**config.mk**
```make
export PLATFORM = sky130hd
export DESIGN_NAME = seq_frame_tx_flat
export DESIGN_NICKNAME = d
export VERILOG_FILES = /design/src/rtl/seq_frame_tx_if.sv /design/src/rtl/seq_frame_tx.sv /design/src/flat_wrapper.sv
export SDC_FILE = /design/constraint.sdc
export NUM_CORES = 1
export LEC_CHECK = 0
export CORE_MARGIN = 2
export CORE_UTILIZATION = 30
export CTS_CLUSTER_DIAMETER = 30
export CTS_CLUSTER_SIZE = 25
export DETAILED_ROUTE_END_ITERATION = 10
export PLACE_DENSITY = 0.51
export RECOVER_POWER = 25
export SLEW_MARGIN = 20
export SYNTH_ARGS = -nofsm -noshare
export SYNTH_HDL_FRONTEND = slang
export SYNTH_SLANG_ARGS = --single-unit
```
**constraint.sdc**
```tcl
create_clock -name clock -period 2.5 [get_ports clock]
set_clock_uncertainty 0.1 [all_clocks]
set_input_delay 0.625 -clock clock [delete_from_list [all_inputs] [get_ports clock]]
set_output_delay 0.625 -clock clock [all_outputs]
set_load 0.05 [all_outputs]
```
**src/rtl/seq_frame_tx_if.sv**
```systemverilog
// Handshake and serial-output bundle for seq_frame_tx.
//   master : the frame source. It drives start/datain and observes the serial side.
//   slave  : the transmitter. It receives start/datain and drives ready,
//            dataout, bit_valid, sync_active and done.
// Signals:
//   start       request to send a frame (accepted when start && ready)
//   datain      payload, sampled only on the accept edge
//   ready       transmitter can accept start this cycle
//   dataout     registered serial bit
//   bit_valid   dataout carries a frame bit
//   sync_active dataout carries a sync-word bit
//   done        high during the last bit of a frame
interface seq_frame_tx_if #(
  parameter int DATA_W = 8
);
  logic              start;
  logic [DATA_W-1:0] datain;
  logic              ready;
  logic              dataout;
  logic              bit_valid;
  logic              sync_active;
  logic              done;

  modport master (
    output start, datain,
    input  ready, dataout, bit_valid, sync_active, done
  );

  modport slave (
    input  start, datain,
    output ready, dataout, bit_valid, sync_active, done
  );
endinterface

```
**src/rtl/seq_frame_tx.sv**
```systemverilog
// seq_frame_tx: serial frame transmitter for the 11101 sync-word link.
// On an accepted start it latches the payload. It then sends one bit per clock:
// first the sync word (MSB first), then the payload (MSB first), and optionally
// an even-parity bit.
// Optional feature: define SEQ_FRAME_TX_PARITY_EN to append a parity bit. The
// parity bit is the XOR of all payload bits.
// Ports:
//   clock  rising-edge clock
//   reset  synchronous, active-high
//   bus    seq_frame_tx_if.slave (start, datain in; ready, dataout,
//          bit_valid, sync_active, done out)
module seq_frame_tx #(
  parameter int                  SYNC_LEN  = 5,
  parameter logic [SYNC_LEN-1:0] SYNC_WORD = 5'b11101,
  parameter int                  DATA_W    = 8,
  parameter logic                IDLE_BIT  = 1'b0
) (
  input logic           clock,
  input logic           reset,
  seq_frame_tx_if.slave bus
);

  localparam int CNT_MAX = (SYNC_LEN > DATA_W) ? SYNC_LEN : DATA_W;
  localparam int CNT_W   = (CNT_MAX > 1) ? $clog2(CNT_MAX) : 1;
  localparam logic [CNT_W-1:0] SYNC_LAST = CNT_W'(SYNC_LEN - 1);
  localparam logic [CNT_W-1:0] DATA_LAST = CNT_W'(DATA_W - 1);

`ifdef SEQ_FRAME_TX_PARITY_EN
  typedef enum logic [1:0] {IDLE, SYNC, DATA, PARITY} state_t;
`else
  typedef enum logic [1:0] {IDLE, SYNC, DATA} state_t;
`endif

  // The state register tracks the bit currently on dataout.
  state_t              state_q, state_n;
  logic [CNT_W-1:0]    cnt_q, cnt_n;
  logic [DATA_W-1:0]   sh_q, sh_n;
  logic                dout_q, dout_n;
  logic [SYNC_LEN-1:0] sync_bits;
  logic                last_bit;
  logic                ready_int;
  logic                accept;
`ifdef SEQ_FRAME_TX_PARITY_EN
  logic                par_q, par_n;
`endif

  always_comb begin
`ifdef SEQ_FRAME_TX_PARITY_EN
    last_bit = (state_q == PARITY);
`else
    last_bit = (state_q == DATA) && (cnt_q == DATA_LAST);
`endif
    ready_int = (state_q == IDLE) || last_bit;
    accept    = bus.start && ready_int;
  end

  always_comb begin
    state_n   = state_q;
    cnt_n     = cnt_q;
    sh_n      = sh_q;
    dout_n    = IDLE_BIT;
    sync_bits = '0;
`ifdef SEQ_FRAME_TX_PARITY_EN
    par_n     = par_q;
`endif

    unique case (state_q)
      IDLE: ;
      SYNC: begin
        if (cnt_q == SYNC_LAST) begin
          state_n = DATA;
          cnt_n   = '0;
        end else begin
          cnt_n = cnt_q + CNT_W'(1);
        end
      end
      DATA: begin
        sh_n = sh_q << 1;
        if (cnt_q == DATA_LAST) begin
`ifdef SEQ_FRAME_TX_PARITY_EN
          state_n = PARITY;
`else
          state_n = IDLE;
`endif
          cnt_n = '0;
        end else begin
          cnt_n = cnt_q + CNT_W'(1);
        end
      end
`ifdef SEQ_FRAME_TX_PARITY_EN
      PARITY: begin
        state_n = IDLE;
        cnt_n   = '0;
      end
`endif
      default: begin
        state_n = IDLE;
        cnt_n   = '0;
      end
    endcase

    // An accept on the last bit overrides the normal end-of-frame step.
    // This chains the next sync word with no idle gap.
    if (accept) begin
      state_n = SYNC;
      cnt_n   = '0;
      sh_n    = bus.datain;
`ifdef SEQ_FRAME_TX_PARITY_EN
      par_n   = ^bus.datain;
`endif
    end

    // dataout is registered, so the next serial bit is computed from the
    // next-state values.
    sync_bits = SYNC_WORD << cnt_n;
    unique case (state_n)
      SYNC:    dout_n = sync_bits[SYNC_LEN-1];
      DATA:    dout_n = sh_n[DATA_W-1];
`ifdef SEQ_FRAME_TX_PARITY_EN
      PARITY:  dout_n = par_q;
`endif
      default: dout_n = IDLE_BIT;
    endcase
  end

  always_ff @(posedge clock) begin
    if (reset) begin
      state_q <= IDLE;
      cnt_q   <= '0;
      sh_q    <= '0;
      dout_q  <= IDLE_BIT;
`ifdef SEQ_FRAME_TX_PARITY_EN
      par_q   <= 1'b0;
`endif
    end else begin
      state_q <= state_n;
      cnt_q   <= cnt_n;
      sh_q    <= sh_n;
      dout_q  <= dout_n;
`ifdef SEQ_FRAME_TX_PARITY_EN
      par_q   <= par_n;
`endif
    end
  end

  assign bus.ready       = ready_int;
  assign bus.dataout     = dout_q;
  assign bus.bit_valid   = (state_q != IDLE);
  assign bus.sync_active = (state_q == SYNC);
  assign bus.done        = last_bit;

endmodule

```
**src/flat_wrapper.sv**
```systemverilog
// flat-port wrapper written by rule: the top's interface ports become plain ports
module seq_frame_tx_flat 
#(
  parameter int                  SYNC_LEN  = 5,
  parameter logic [SYNC_LEN-1:0] SYNC_WORD = 5'b11101,
  parameter int                  DATA_W    = 8,
  parameter logic                IDLE_BIT  = 1'b0
)
  (clock, reset, bus_start, bus_datain, bus_ready, bus_dataout, bus_bit_valid, bus_sync_active, bus_done);
  seq_frame_tx_if #(.DATA_W(DATA_W)) bus_i ();
  input logic clock;
  input logic reset;
  input wire logic [$bits(bus_i.start)-1:0] bus_start;
  input wire logic [$bits(bus_i.datain)-1:0] bus_datain;
  output wire logic [$bits(bus_i.ready)-1:0] bus_ready;
  output wire logic [$bits(bus_i.dataout)-1:0] bus_dataout;
  output wire logic [$bits(bus_i.bit_valid)-1:0] bus_bit_valid;
  output wire logic [$bits(bus_i.sync_active)-1:0] bus_sync_active;
  output wire logic [$bits(bus_i.done)-1:0] bus_done;
  assign bus_i.start = bus_start;
  assign bus_i.datain = bus_datain;
  assign bus_ready = bus_i.ready;
  assign bus_dataout = bus_i.dataout;
  assign bus_bit_valid = bus_i.bit_valid;
  assign bus_sync_active = bus_i.sync_active;
  assign bus_done = bus_i.done;
  seq_frame_tx #(.SYNC_LEN(SYNC_LEN), .SYNC_WORD(SYNC_WORD), .DATA_W(DATA_W), .IDLE_BIT(IDLE_BIT)) u_core (.clock(clock), .reset(reset), .bus(bus_i));
endmodule
```
==> out/qor.tcl <==
set qor(run_status) {finished, final reports clean}
set qor(max-vdd-ir-drop_mv) 0.2709
set qor(final_min_period_over_clock_period_pct) 94.29
set qor(grt_setup_unrepaired) {no}
set qor(hold_class) {flop to flop}
set qor(tightestPinTransition_ns) 0.4975
set qor(synth_cells) 85
set qor(worst-setup-path-type) {flop to flop}
set qor(worstPathArrival_ns) 2.44
set qor(vias_per_cell) 4.706
set qor(grt_pass1_vias) 587
set qor(root_buffer) {clkbuf_4}
set qor(gpl.final_weighted_congestion) 0.7863
set qor(placed_cells_incl_taps) 132
set qor(worst_reg_to_reg_setup_slack_ns) 0.14
set qor(drive_above_1_share_pct) 16.98
set qor(largest_stage_delay_on_the_critical_path_ns) 0.34
set qor(drt_iter0_drc) 6
set qor(die_h_um) 54.11
set qor(worstSkewPairLatency_ns) 0.28
set qor(critical_path_required_ns) 2.58
set qor(path_delay_family) {simple AND/OR/NAND/NOR gates}
set qor(end_kind) {flop}
set qor(critPathLaunchType) {flop}
set qor(tritoncts) {built}
set qor(leftover_overflow_at_the_end_of_global_routing) 0
set qor(drc_errors) 0
set qor(final_nets) 123
set qor(number_of_fill_cells) 259
set qor(cts-htree-levels) 1
set qor(final_cell_area_um2) 1030
set qor(fin_ws_ns) 0.1427
set qor(design.die.area_um2) 2927
set qor(chain_of_cells_forming_the_critical_path) {ha_1 -> ha_1 -> nand2b_4 -> and3_1 -> nor2_2 -> inv_1 -> ha_1 -> nor2_1 -> and2_1 -> a32oi_1 -> a21bo_1}
set qor(syn_avg_cell_area_um2) 8.861
set qor(cts_inserted_buffers) 3
set qor(final_setup_viols) 0
set qor(groute.usage.overall_pct) 12.29
set qor(timing.final.crit_period_ns) 2.357
set qor(synth_cell_types) 29
set qor(crit_buf_inv) 1
set qor(timing.final.max_slew_violations) 0
set qor(crit_top_cell) {ha_1}
set qor(grt_pass1_wl_mm) 2.539
set qor(post_synth_instance_area_um2) 753.2
set qor(remaining_antenna_violation_count_after_routing) 0
set qor(p_per_area_nw_per_um2) 517.1
set qor(areaGrowthSynthToFinish_pct) 36.71
set qor(synth.net_count) 101
set qor(die-width_um) 54.11
set qor(synth-seq-area-share_pct) 37.21
set qor(drt_first_pass_iters) 2
set qor(hold_viol) 0
set qor(start_util_pct) 30.97
set qor(io_buffer_count) 15
set qor(totalPowerFinal_uw) 532.5
set qor(grt_max_degree) 14
set qor(top_level_ports) 16
set qor(clock_path_buffers) 2
set qor(totalWireLength_mm) 1.538
set qor(dpl_cell_area_um2) 980.9
set qor(fmax_ghz) 0.4242
set qor(ctsHoldBuffers) 0
set qor(via_count) 640
set qor(cts_sinks) 14
set qor(num_rows) 18
set qor(design.core.area_um2) 2432
set qor(wire_per_inst_um) 11.31
set qor(clk_pin_slew_ns) 0.09
set qor(drv_cap) 0
set qor(finalNonFillerCells) 136
set qor(power.leakage_uw) 0.0004742
set qor(yosys_warnings) 0
set qor(dpl_worst_slack_ns) -0.01076
set qor(synth-seq-cells) 14
set qor(critical_path.slowest_cell) {dfxtp_1}
set qor(detailedPlacementHpwl_mm) 1.183
set qor(path_max_fanout) 4
set qor(antenna_violations_before_repair) 0
set qor(slew-limit-headroom_pct) 66.78
set qor(antenna-diode-count) 0
worst reg2reg max path: cells and delay by family (launching register included):
family                   cells  cell delay (ns)
AND/OR/NAND/NOR              5             0.72
AO/OA/AOI/OAI                2             0.38
adder cells (fa/ha/maj)      3             0.67
flip-flops                   1             0.34
buffers and inverters        1             0.05
final cells by class:
type	instances	area (um2)	area share, %
sequential	14	280.3	27.22
multi-input combinational	60	437.9	42.53
clock buffer	4	36.28	3.524
tap	30	37.54	3.645
timing repair buffer	20	207.7	20.17
inverter	8	30.03	2.916
Yosys cell counts:
library cell	count	area (um2)
a211oi_1	7	52.55
a21bo_1	1	10.01
a21boi_4	1	18.77
a21oi_1	3	15.01
a22oi_1	1	7.510
a31oi_1	1	6.260
a32oi_1	1	8.760
and2_1	1	6.260
and2b_4	1	10.01
and3_1	1	6.260
buf_4	1	7.510
clkbuf_1	2	7.510
dfxtp_1	14	280.3
ha_1	5	62.56
inv_1	8	30.03
maj3_1	1	10.01
mux2_1	1	11.26
mux2_2	1	11.26
mux2i_1	6	60.06
nand2_1	2	7.510
nand2b_1	2	12.51
nand3_1	2	10.01
nor2_1	14	52.55
nor2b_1	1	6.260
nor3_1	3	15.01
nor3b_1	1	7.510
o22ai_1	1	6.260
o31ai_1	1	7.510
or2_2	1	6.260
through the flow:
step           hold WS [ns]  setup TNS (ns)  util, %
2_1_floorplan        0.3472               0        -
3_3_place_gp         0.3637               0    40.33
3_5_place_dp         0.3624        -0.01076    40.33
4_1_cts              0.3756               0    41.82
5_1_grt              0.4050               0    42.34
6_report             0.3738               0    42.34
where the power goes:
part           total, uW  internal (uW)  leakage [uW]  switching [uW]
clock network        165           88.5     0.0000210            76.4
registers            247            238      0.000115            8.71
logic                121           58.7      0.000338            62.0
total                532            385      0.000474             147
cell families after synthesis:
logic type	Yosys count	synth area share, %
AND/OR/NAND/NOR	29	18.61
AO/OA/AOI/OAI	17	17.61
flip-flops	14	37.21
buffers and inverters	11	5.981
multiplexers	8	10.96
adder cells (fa/ha/maj)	6	9.635
placed cells by master (no fill, tap or decap), types with 2 or more instances in the layout:
cell	n
nor3_1	3
clkbuf_4	3
a211oi_1	7
buf_12	2
ha_1	5
buf_4	6
clkdlybuf4s50_1	11
nor2_1	13
a21oi_1	3
inv_1	8
mux2i_1	6
nand3_1	2
nand2_1	2
dfxtp_1	14
worst paths after layout:
path              cells after the start                            end                   startpoint
setup / recovery                     11  u_core.bus.dataout$_SDFF_PP0_   u_core.cnt_q[0]$_SDFF_PP0_
hold / removal                        2    u_core.sh_q[0]$_SDFFE_PP0P_  u_core.sh_q[0]$_SDFFE_PP0P_
setup reg to reg                     11  u_core.bus.dataout$_SDFF_PP0_   u_core.cnt_q[0]$_SDFF_PP0_
hold reg to reg                       2    u_core.sh_q[0]$_SDFFE_PP0P_  u_core.sh_q[0]$_SDFFE_PP0P_
state kept, by name, indices dropped and copies added (netlist names):
| name | cells |
|---|---|
| u_core.bus.dataout | 1 |
| u_core.cnt_q | 3 |
| u_core.state_q | 2 |
| u_core.sh_q | 8 |
what timing repair did:
| action | CTS | global route |
|---|---|---|
| setup buffers | 0 | 0 |
| setup endpoints to repair | 0 | 2 |
| gates resized for setup | 0 | 3 |
layer usage:
metal / GRT usage, % / routed length, um
met5: 0 / 0
met4: 8.750 / 27
met3: 1.667 / 30
met2: 18.70 / 708
met1: 15.85 / 772
(Power assumes the default switching activity.)
